### config.mk
export PLATFORM = sky130hd
export DESIGN_NAME = data_mem_ctrl_flat
export DESIGN_NICKNAME = d
export VERILOG_FILES = /design/src/rtl/mem_pkg.sv /design/src/rtl/data_mem_ctrl_if.sv /design/src/rtl/store_aligner.sv /design/src/rtl/data_mem_ctrl.sv /design/src/flat_wrapper.sv
export SDC_FILE = /design/constraint.sdc
export NUM_CORES = 1
export LEC_CHECK = 0
export BUFFER_PORTS_ARGS = -buffer_cell sky130_fd_sc_hd__buf_2
export CAP_MARGIN = 10
export CORE_MARGIN = 3
export CORE_UTILIZATION = 52
export DETAILED_ROUTE_END_ITERATION = 10
export PLACE_DENSITY = 0.86
export SYNTH_ARGS = -nofsm -noshare
export SYNTH_HDL_FRONTEND = slang
export SYNTH_SLANG_ARGS = --single-unit
### constraint.sdc
create_clock -name clk -period 5.9 [get_ports clk]
set_input_delay 1.18 -clock clk [delete_from_list [all_inputs] [get_ports clk]]
set_output_delay 1.18 -clock clk [all_outputs]
set_load 0.005 [all_outputs]
### src/rtl/mem_pkg.sv
// Shared width codes, FSM states and byte-enable lookup
// for the data memory controller.
package mem_pkg;

    localparam logic [2:0] F3_B  = 3'b000;
    localparam logic [2:0] F3_H  = 3'b001;
    localparam logic [2:0] F3_W  = 3'b010;
    localparam logic [2:0] F3_BU = 3'b100;
    localparam logic [2:0] F3_HU = 3'b101;

    typedef enum logic [1:0] {
        IDLE,
        BUSY,
        RESP
    } state_t;

    typedef enum logic [1:0] {
        W_BYTE,
        W_HALF,
        W_WORD
    } width_t;

    // Any code outside the byte/half set is a word access.
    function automatic width_t decode_width(input logic [2:0] f3);
        width_t w;
        case (f3)
            F3_B, F3_BU: w = W_BYTE;
            F3_H, F3_HU: w = W_HALF;
            default:     w = W_WORD;
        endcase
        return w;
    endfunction

    function automatic logic [1:0] eff_offset(
        input width_t     w,
        input logic [1:0] off
    );
        logic [1:0] o;
        case (w)
            W_BYTE:  o = off;
            W_HALF:  o = {off[1], 1'b0};
            default: o = 2'b00;
        endcase
        return o;
    endfunction

    function automatic logic [3:0] be_lut(
        input width_t     w,
        input logic [1:0] off
    );
        logic [3:0] be;
        case (w)
            W_BYTE:  be = 4'b0001 << off;
            W_HALF:  be = 4'b0011 << off;
            default: be = 4'b1111;
        endcase
        return be;
    endfunction

endpackage

### src/rtl/data_mem_ctrl_if.sv
// Memory-side request/ack bus between the controller
// (master) and the data memory (slave).
interface data_mem_ctrl_if;

    logic        mem_req;
    logic        mem_we;
    logic [29:0] mem_addr;
    logic [31:0] mem_wdata;
    logic [3:0]  mem_be;
    logic        mem_ack;
    logic [31:0] mem_rdata;

    modport master (
        output mem_req,
        output mem_we,
        output mem_addr,
        output mem_wdata,
        output mem_be,
        input  mem_ack,
        input  mem_rdata
    );

    modport slave (
        input  mem_req,
        input  mem_we,
        input  mem_addr,
        input  mem_wdata,
        input  mem_be,
        output mem_ack,
        output mem_rdata
    );

endinterface

### src/rtl/store_aligner.sv
// Combinational lane alignment: store byte enables and
// replicated write data, plus the load-data right shift.
module store_aligner
    import mem_pkg::*;
(
    input  logic [2:0]  funct3_i,
    input  logic [1:0]  off_i,
    input  logic [31:0] wdata_i,
    input  logic [31:0] rdata_i,
    input  logic [1:0]  rd_off_i,
    output logic [3:0]  be_o,
    output logic [31:0] wdata_o,
    output logic [1:0]  off_o,
    output logic [31:0] rdata_o
);

    width_t w;

    assign w     = decode_width(funct3_i);
    assign off_o = eff_offset(w, off_i);
    assign be_o  = be_lut(w, off_o);

    // Replicating across lanes lets the byte enables pick the lane.
    always_comb begin
        wdata_o = wdata_i;
        case (w)
            W_BYTE:  wdata_o = {4{wdata_i[7:0]}};
            W_HALF:  wdata_o = {2{wdata_i[15:0]}};
            default: wdata_o = wdata_i;
        endcase
    end

    assign rdata_o = rdata_i >> {rd_off_i, 3'b000};

endmodule

### src/rtl/data_mem_ctrl.sv
// Data memory controller: pipeline load/store to a req/ack bus.
// Define MISALIGN_TRAP_EN to reject misaligned half/word accesses.
module data_mem_ctrl
    import mem_pkg::*;
#(
    parameter int TIMEOUT = 16
) (
    input  logic            clk,
    input  logic            rst,
    input  logic            MemReadM,
    input  logic            MemWriteM,
    input  logic [31:0]     ALUOutM,
    input  logic [31:0]     WriteDataM,
    input  logic [2:0]      Funct3M,
    output logic            StallM,
    output logic [31:0]     DataMemOutM,
    output logic            DoneM,
    output logic            ErrM,
    data_mem_ctrl_if.master mem
);

    localparam int CW = (TIMEOUT > 1) ? $clog2(TIMEOUT) : 1;
    localparam logic [CW-1:0] LAST = CW'(TIMEOUT - 1);

    state_t        state_q, state_d;
    logic [CW-1:0] cnt_q, cnt_d;
    logic          we_q, we_d;
    logic [29:0]   addr_q, addr_d;
    logic [31:0]   wdata_q, wdata_d;
    logic [3:0]    be_q, be_d;
    logic [1:0]    off_q, off_d;
    logic [31:0]   rdata_q, rdata_d;
    logic          err_q, err_d;
    logic          stall;

    logic [3:0]    al_be;
    logic [31:0]   al_wdata;
    logic [31:0]   al_rdata;
    logic [1:0]    al_off;
    logic          trap;

    store_aligner u_align (
        .funct3_i (Funct3M),
        .off_i    (ALUOutM[1:0]),
        .wdata_i  (WriteDataM),
        .rdata_i  (mem.mem_rdata),
        .rd_off_i (off_q),
        .be_o     (al_be),
        .wdata_o  (al_wdata),
        .off_o    (al_off),
        .rdata_o  (al_rdata)
    );

`ifdef MISALIGN_TRAP_EN
    width_t req_w;
    assign req_w = decode_width(Funct3M);

    always_comb begin
        trap = 1'b0;
        case (req_w)
            W_HALF:  trap = ALUOutM[0];
            W_WORD:  trap = |ALUOutM[1:0];
            default: trap = 1'b0;
        endcase
    end
`else
    assign trap = 1'b0;
`endif

    always_ff @(posedge clk or posedge rst) begin
        if (rst) begin
            state_q <= IDLE;
            cnt_q   <= '0;
            we_q    <= 1'b0;
            addr_q  <= '0;
            wdata_q <= '0;
            be_q    <= '0;
            off_q   <= '0;
            rdata_q <= '0;
            err_q   <= 1'b0;
        end else begin
            state_q <= state_d;
            cnt_q   <= cnt_d;
            we_q    <= we_d;
            addr_q  <= addr_d;
            wdata_q <= wdata_d;
            be_q    <= be_d;
            off_q   <= off_d;
            rdata_q <= rdata_d;
            err_q   <= err_d;
        end
    end

    always_comb begin
        state_d = state_q;
        cnt_d   = cnt_q;
        we_d    = we_q;
        addr_d  = addr_q;
        wdata_d = wdata_q;
        be_d    = be_q;
        off_d   = off_q;
        rdata_d = rdata_q;
        err_d   = 1'b0;
        stall   = 1'b0;
        unique case (state_q)
            IDLE: begin
                if (MemReadM && MemWriteM) begin
                    err_d = 1'b1;
                end else if (MemReadM || MemWriteM) begin
                    if (trap) begin
                        err_d = 1'b1;
                    end else begin
                        stall   = 1'b1;
                        state_d = BUSY;
                        cnt_d   = '0;
                        we_d    = MemWriteM;
                        addr_d  = ALUOutM[31:2];
                        wdata_d = MemWriteM ? al_wdata : '0;
                        be_d    = MemWriteM ? al_be : 4'hF;
                        off_d   = al_off;
                    end
                end
            end
            BUSY: begin
                stall = 1'b1;
                // A late ack on the final wait cycle still completes.
                if (mem.mem_ack) begin
                    state_d = RESP;
                    if (!we_q) rdata_d = al_rdata;
                end else if (cnt_q == LAST) begin
                    state_d = IDLE;
                    err_d   = 1'b1;
                end else begin
                    cnt_d = cnt_q + 1'b1;
                end
            end
            RESP: begin
                state_d = IDLE;
            end
            default: begin
                state_d = IDLE;
            end
        endcase
    end

    assign StallM        = stall;
    assign DoneM         = (state_q == RESP);
    assign ErrM          = err_q;
    assign DataMemOutM   = rdata_q;
    assign mem.mem_req   = (state_q == BUSY);
    assign mem.mem_we    = we_q;
    assign mem.mem_addr  = addr_q;
    assign mem.mem_wdata = wdata_q;
    assign mem.mem_be    = be_q;

endmodule
### src/flat_wrapper.sv
// flat-port wrapper written by rule: the top's interface ports become plain ports
module data_mem_ctrl_flat import mem_pkg::*;
#(
    parameter int TIMEOUT = 16
)
  (clk, rst, MemReadM, MemWriteM, ALUOutM, WriteDataM, Funct3M, StallM, DataMemOutM, DoneM, ErrM, mem_mem_req, mem_mem_we, mem_mem_addr, mem_mem_wdata, mem_mem_be, mem_mem_ack, mem_mem_rdata);
  data_mem_ctrl_if mem_i ();
  input  logic clk;
  input  logic rst;
  input  logic MemReadM;
  input  logic MemWriteM;
  input  logic [31:0] ALUOutM;
  input  logic [31:0] WriteDataM;
  input  logic [2:0] Funct3M;
  output logic StallM;
  output logic [31:0] DataMemOutM;
  output logic DoneM;
  output logic ErrM;
  output wire logic [$bits(mem_i.mem_req)-1:0] mem_mem_req;
  output wire logic [$bits(mem_i.mem_we)-1:0] mem_mem_we;
  output wire logic [$bits(mem_i.mem_addr)-1:0] mem_mem_addr;
  output wire logic [$bits(mem_i.mem_wdata)-1:0] mem_mem_wdata;
  output wire logic [$bits(mem_i.mem_be)-1:0] mem_mem_be;
  input wire logic [$bits(mem_i.mem_ack)-1:0] mem_mem_ack;
  input wire logic [$bits(mem_i.mem_rdata)-1:0] mem_mem_rdata;
  assign mem_mem_req = mem_i.mem_req;
  assign mem_mem_we = mem_i.mem_we;
  assign mem_mem_addr = mem_i.mem_addr;
  assign mem_mem_wdata = mem_i.mem_wdata;
  assign mem_mem_be = mem_i.mem_be;
  assign mem_i.mem_ack = mem_mem_ack;
  assign mem_i.mem_rdata = mem_mem_rdata;
  data_mem_ctrl #(.TIMEOUT(TIMEOUT)) u_core (.clk(clk), .rst(rst), .MemReadM(MemReadM), .MemWriteM(MemWriteM), .ALUOutM(ALUOutM), .WriteDataM(WriteDataM), .Funct3M(Funct3M), .StallM(StallM), .DataMemOutM(DataMemOutM), .DoneM(DoneM), .ErrM(ErrM), .mem(mem_i));
endmodule
==> impl_results.html <==
<table>
<tr><th>Metric</th><th>Value</th></tr>
<tr><th colspan="2">Worst setup path</th></tr>
<tr><td>Type of element capturing the critical path</td><td>output port</td></tr>
<tr><td>Worst-path cell with the longest stage delay</td><td>ha_1</td></tr>
<tr><td>Biggest fanout along the worst timing path</td><td>18</td></tr>
<tr><td>Worst setup path category</td><td>in2out</td></tr>
<tr><td>Startpoint Class</td><td>input pin</td></tr>
<tr><td>WP data arrival</td><td>2510 ps</td></tr>
<tr><td>Critical path's largest stage delay</td><td>390 ps</td></tr>
<tr><td>Crit path required time</td><td>around 4700 ps</td></tr>
<tr><td>Crit path cell chain</td><td>buf_2, inv_1, ha_1, nor2_1, nor2_1, buf_2</td></tr>
<tr><th colspan="2">Floorplanning</th></tr>
<tr><td>DIE AREA</td><td>about 0.011 mm^2</td></tr>
<tr><td>Initial Utilization</td><td>0.538</td></tr>
<tr><td>Die height</td><td>104 um</td></tr>
<tr><td>Number of core rows</td><td>35</td></tr>
<tr><td>Horizontal die dimension</td><td>between 100 and 150 um</td></tr>
<tr><td>Ports placed on the boundary</td><td>approximately 210</td></tr>
<tr><td>Core Box Area</td><td>roughly 0.0093 mm^2</td></tr>
<tr><th colspan="2">Power and ir drop</th></tr>
<tr><td>Internal power</td><td>1.76 mW</td></tr>
<tr><td>Logic pwr share</td><td>0.414</td></tr>
<tr><td>Cell area power density</td><td>around 460 mW/mm^2</td></tr>
<tr><td>VDD IR max</td><td>approximately 0.00023 V</td></tr>
<tr><td>Share of total power in sequential cells</td><td>0.440</td></tr>
<tr><td>Net switching fraction of the power</td><td>0.386</td></tr>
<tr><td>Static leakage</td><td>3.29 nW</td></tr>
<tr><td>Design Power</td><td>about 2.9 mW</td></tr>
<tr><td>Power spent charging and discharging nets</td><td>1.11 mW</td></tr>
<tr><td>Part of the total power dissipated in the clock network</td><td>0.146</td></tr>
<tr><th colspan="2">Placement</th></tr>
<tr><td>Minimum setup slack after placement</td><td>2230 ps</td></tr>
<tr><td>DPL Wire Length</td><td>around 9600 um</td></tr>
<tr><td>Port buffer count</td><td>just over 200</td></tr>
<tr><td>GP Congestion</td><td>between 0.8 and 0.9</td></tr>
<tr><th colspan="2">Clock tree</th></tr>
<tr><td>Worst-case clock buffer depth</td><td>2</td></tr>
<tr><td>Total setup buffers inserted after CTS</td><td>0</td></tr>
<tr><td>CTS sink cnt</td><td>around 110</td></tr>
<tr><td>Clock network latency to the later pin of the worst-skew pair</td><td>about 370 ps</td></tr>
<tr><td>TritonCTS clock tree</td><td>yes</td></tr>
<tr><td>H-tree Lvls</td><td>3</td></tr>
<tr><td>Number of gates given a new drive strength after cts</td><td>0</td></tr>
<tr><td>CTS Hold Bufs</td><td>0</td></tr>
<tr><td>Clock buffers created by TritonCTS</td><td>9</td></tr>
<tr><td>Root Buffer</td><td>clkbuf_8</td></tr>
<tr><td>Clock-pin slew on the worst setup and hold paths</td><td>around 100 ps</td></tr>
<tr><th colspan="2">Global routing</th></tr>
<tr><td>Global-route wire length before repair</td><td>about 21000 um</td></tr>
<tr><td>Global-route usage over all layers</td><td>0.241</td></tr>
<tr><td>Number of antenna violations at the first check in global routing</td><td>0</td></tr>
<tr><td>Maximum number of pins on one net before global-route repair</td><td>~80</td></tr>
<tr><td>Via count of the first global-routing pass</td><td>between 4k and 5k</td></tr>
<tr><td>Gr ovfl total</td><td>0</td></tr>
<tr><th colspan="2">Logic synthesis</th></tr>
<tr><td>Top cells by area in the synthesized netlist</td><td>dfrtp_1 54%, nand2_1 13%, mux2i_1 8.6%</td></tr>
<tr><td>Synthesized net count</td><td>between 600 and 700</td></tr>
<tr><td>Number of enable flip-flop cells after synthesis</td><td>0</td></tr>
<tr><td>Post-synthesis sequential element count</td><td>108</td></tr>
<tr><td>Mean Syn Cell Area</td><td>~9.8 um^2</td></tr>
<tr><td>Cell taking the most area after synthesis</td><td>dfrtp_1</td></tr>
<tr><td>Fraction of synthesis flops using an asynchronous set or reset pin</td><td>1.00</td></tr>
<tr><td>Synth top area share</td><td>0.541</td></tr>
<tr><td>Top cells by instance count after synthesis</td><td>169 x nand2_1, 108 x dfrtp_1, 61 x o21ai_0, 43 x mux2i_1, 17 x clkbuf_1</td></tr>
<tr><td>Fraction of the yosys area taken by sequential cells</td><td>0.541</td></tr>
<tr><td>Number of unique standard cell types used by synthesis</td><td>34</td></tr>
<tr><td>Synth Instances</td><td>508</td></tr>
<tr><td>Number of warnings printed during yosys synthesis</td><td>0</td></tr>
<tr><td>Area of the mapped netlist</td><td>approximately 0.0050 mm^2</td></tr>
<tr><td>Most frequent cell after synthesis</td><td>nand2_1</td></tr>
<tr><td>Synth Flop Type</td><td>dfrtp_1</td></tr>
<tr><th colspan="2">Drt</th></tr>
<tr><td>Routed Antenna Nets</td><td>0</td></tr>
<tr><td>Final routed wirelength across all metal layers</td><td>around 13000 um</td></tr>
<tr><td>Routed WL per cell</td><td>between 15 and 20 um</td></tr>
<tr><td>Mean number of vias per cell</td><td>between 5 and 6</td></tr>
<tr><td>Metal3 WL</td><td>approximately 1100 um</td></tr>
<tr><td>Number of DRC markers in iteration 0</td><td>approximately 270</td></tr>
<tr><td>Met2 layer wire length in the routed design</td><td>6600 um</td></tr>
<tr><td>Number of remaining DRC errors</td><td>0</td></tr>
<tr><td>Number of iterations in the first detailed-routing pass</td><td>4</td></tr>
<tr><td>Highest routed layer</td><td>met4</td></tr>
<tr><td>Wire length on met1</td><td>5240 um</td></tr>
<tr><td>Via count</td><td>about 4.4k</td></tr>
<tr><th colspan="2">Timing</th></tr>
<tr><td>Final period util</td><td>0.626</td></tr>
<tr><td>Final WS setup</td><td>~2200 ps</td></tr>
<tr><td>Setup TNS Final</td><td>0 ps</td></tr>
<tr><td>Worst Skew</td><td>between 15 and 20 ps</td></tr>
<tr><td>Worst-margin pin slew</td><td>870 ps</td></tr>
<tr><td>Setup violations, final</td><td>0</td></tr>
<tr><td>Unrepaired setup endpoints after global routing</td><td>no</td></tr>
<tr><td>Fin Hold WS</td><td>around 470 ps</td></tr>
<tr><td>Fin crit period</td><td>around 3700 ps</td></tr>
<tr><td>Max transition margin</td><td>0.420</td></tr>
<tr><td>Fmax</td><td>between 200 and 300 MHz</td></tr>
<tr><td>Count of pins over their slew limit</td><td>0</td></tr>
<tr><td>Final count of hold timing violations</td><td>0</td></tr>
<tr><th colspan="2">Final layout</th></tr>
<tr><td>Final Net Count</td><td>800</td></tr>
<tr><td>Fraction of layout cells with a size suffix above 1</td><td>0.367</td></tr>
<tr><td>Sequential cell area</td><td>around 0.0027 mm^2</td></tr>
<tr><td>Area overhead of the layout relative to synthesis</td><td>24.5%</td></tr>
<tr><td># fillers</td><td>between 700 and 800</td></tr>
<tr><td>Antenna diodes</td><td>0</td></tr>
<tr><td>Total area of multi-input combinational cells</td><td>between 0.002 and 0.0025 mm^2</td></tr>
<tr><td>Core utilization of the finished layout</td><td>0.669</td></tr>
<tr><th colspan="2">Status</th></tr>
<tr><td>Run status</td><td>finished clean</td></tr>
<tr><th colspan="2">Flow run</th></tr>
<tr><td>Number of maximum-capacitance constraint violations</td><td>0</td></tr>
<tr><th colspan="2">Hold path</th></tr>
<tr><td>Type of the tightest min-delay check</td><td>reg2reg</td></tr>
</table>
placed cells by master, fill, tap and decap left out, types with 4 or more instances in the layout:
cell       count
a2bb2oi_1      8
o21ai_0       61
clkbuf_8       9
mux2_2        16
inv_1          5
o31ai_1        8
mux2i_1       43
buf_4          5
buf_2        205
nand3_1        9
nor2b_1        4
nor2_1         9
o31ai_2        8
nand2_1      169
dfrtp_1      108
layer usage:
layer,up-vias,global-route usage
li1,2083,-
met1,2103,0.303
met5,-,0
met3,17,0.0583
met4,0,0.0693
met2,183,0.416
layout make-up:
cell class / count / share of cell area
inverters: 6 / 0.00403
flip-flops and latches: 108 / 0.435
multi-input cells: 358 / 0.336
well taps: 129 / 0.0260
repair buffers: 210 / 0.171
clock inverters: 6 / 0.00765
clock buffers: 9 / 0.0199
worst max-delay path, delay by kind of cell:
family	cells	cell delay [ps]
AND/OR/NAND/NOR	2	120
buffers and inverters	3	810
adder cells (fa/ha/maj)	1	390
metrics by stage:
step | cells | area, um^2
4_1_cts | 826 | 6210
5_1_grt | 826 | 6210
2_1_floorplan | 508 | 4990
6_report | 826 | 6210
3_3_place_gp | 811 | 6040
3_5_place_dp | 811 | 6040
power groups by stage:
stage | Sequential (mW) | Clock (mW) | Combinational [mW]
2_1_floorplan | 1.27 | 0 | 0.688
5_1_grt | 1.30 | 0.457 | 1.33
3_5_place_dp | 1.27 | 0 | 1.21
4_1_cts | 1.26 | 0.427 | 1.21
3_3_place_gp | 1.25 | 0 | 1.16
6_report | 1.26 | 0.417 | 1.19
sequential cells by signal, indices dropped and copies added, names as in the netlist:
signal / count
u_core.DataMemOutM: 32
u_core.ErrM: 1
u_core.cnt_q: 4
u_core.mem.mem_addr: 30
u_core.mem.mem_be: 4
u_core.mem.mem_wdata: 32
u_core.mem.mem_we: 1
u_core.off_q: 2
u_core.state_q: 2
cells by family (layout without fill, tap and decap cells):
| group | count (synthesis) | in the layout | synth area share |
|---|---|---|---|
| simple gates | 203 | 203 | 0.170 |
| flops | 108 | 108 | 0.541 |
| mux | 59 | 59 | 0.122 |
| buf+inv | 42 | 231 | 0.0409 |
| compound gates | 93 | 93 | 0.118 |
| fa+ha+maj | 3 | 3 | 0.00752 |
worst paths after layout:
kind	startpoint	end	slack, ps	depth (start not counted)
setup / recovery	MemWriteM	StallM	2210	6
hold / removal	u_core.mem.mem_wdata[6]	u_core.mem.mem_wdata[6]	470	2
setup reg to reg	u_core.state_q[0]	u_core.cnt_q[1]	3940	3
hold reg to reg	u_core.mem.mem_wdata[6]	u_core.mem.mem_wdata[6]	470	2
max in group asynchronous	rst	u_core.DataMemOutM[5]	3810	3
min in group asynchronous	rst	u_core.mem.mem_addr[11]	880	2
(Power assumes the default switching activity.)
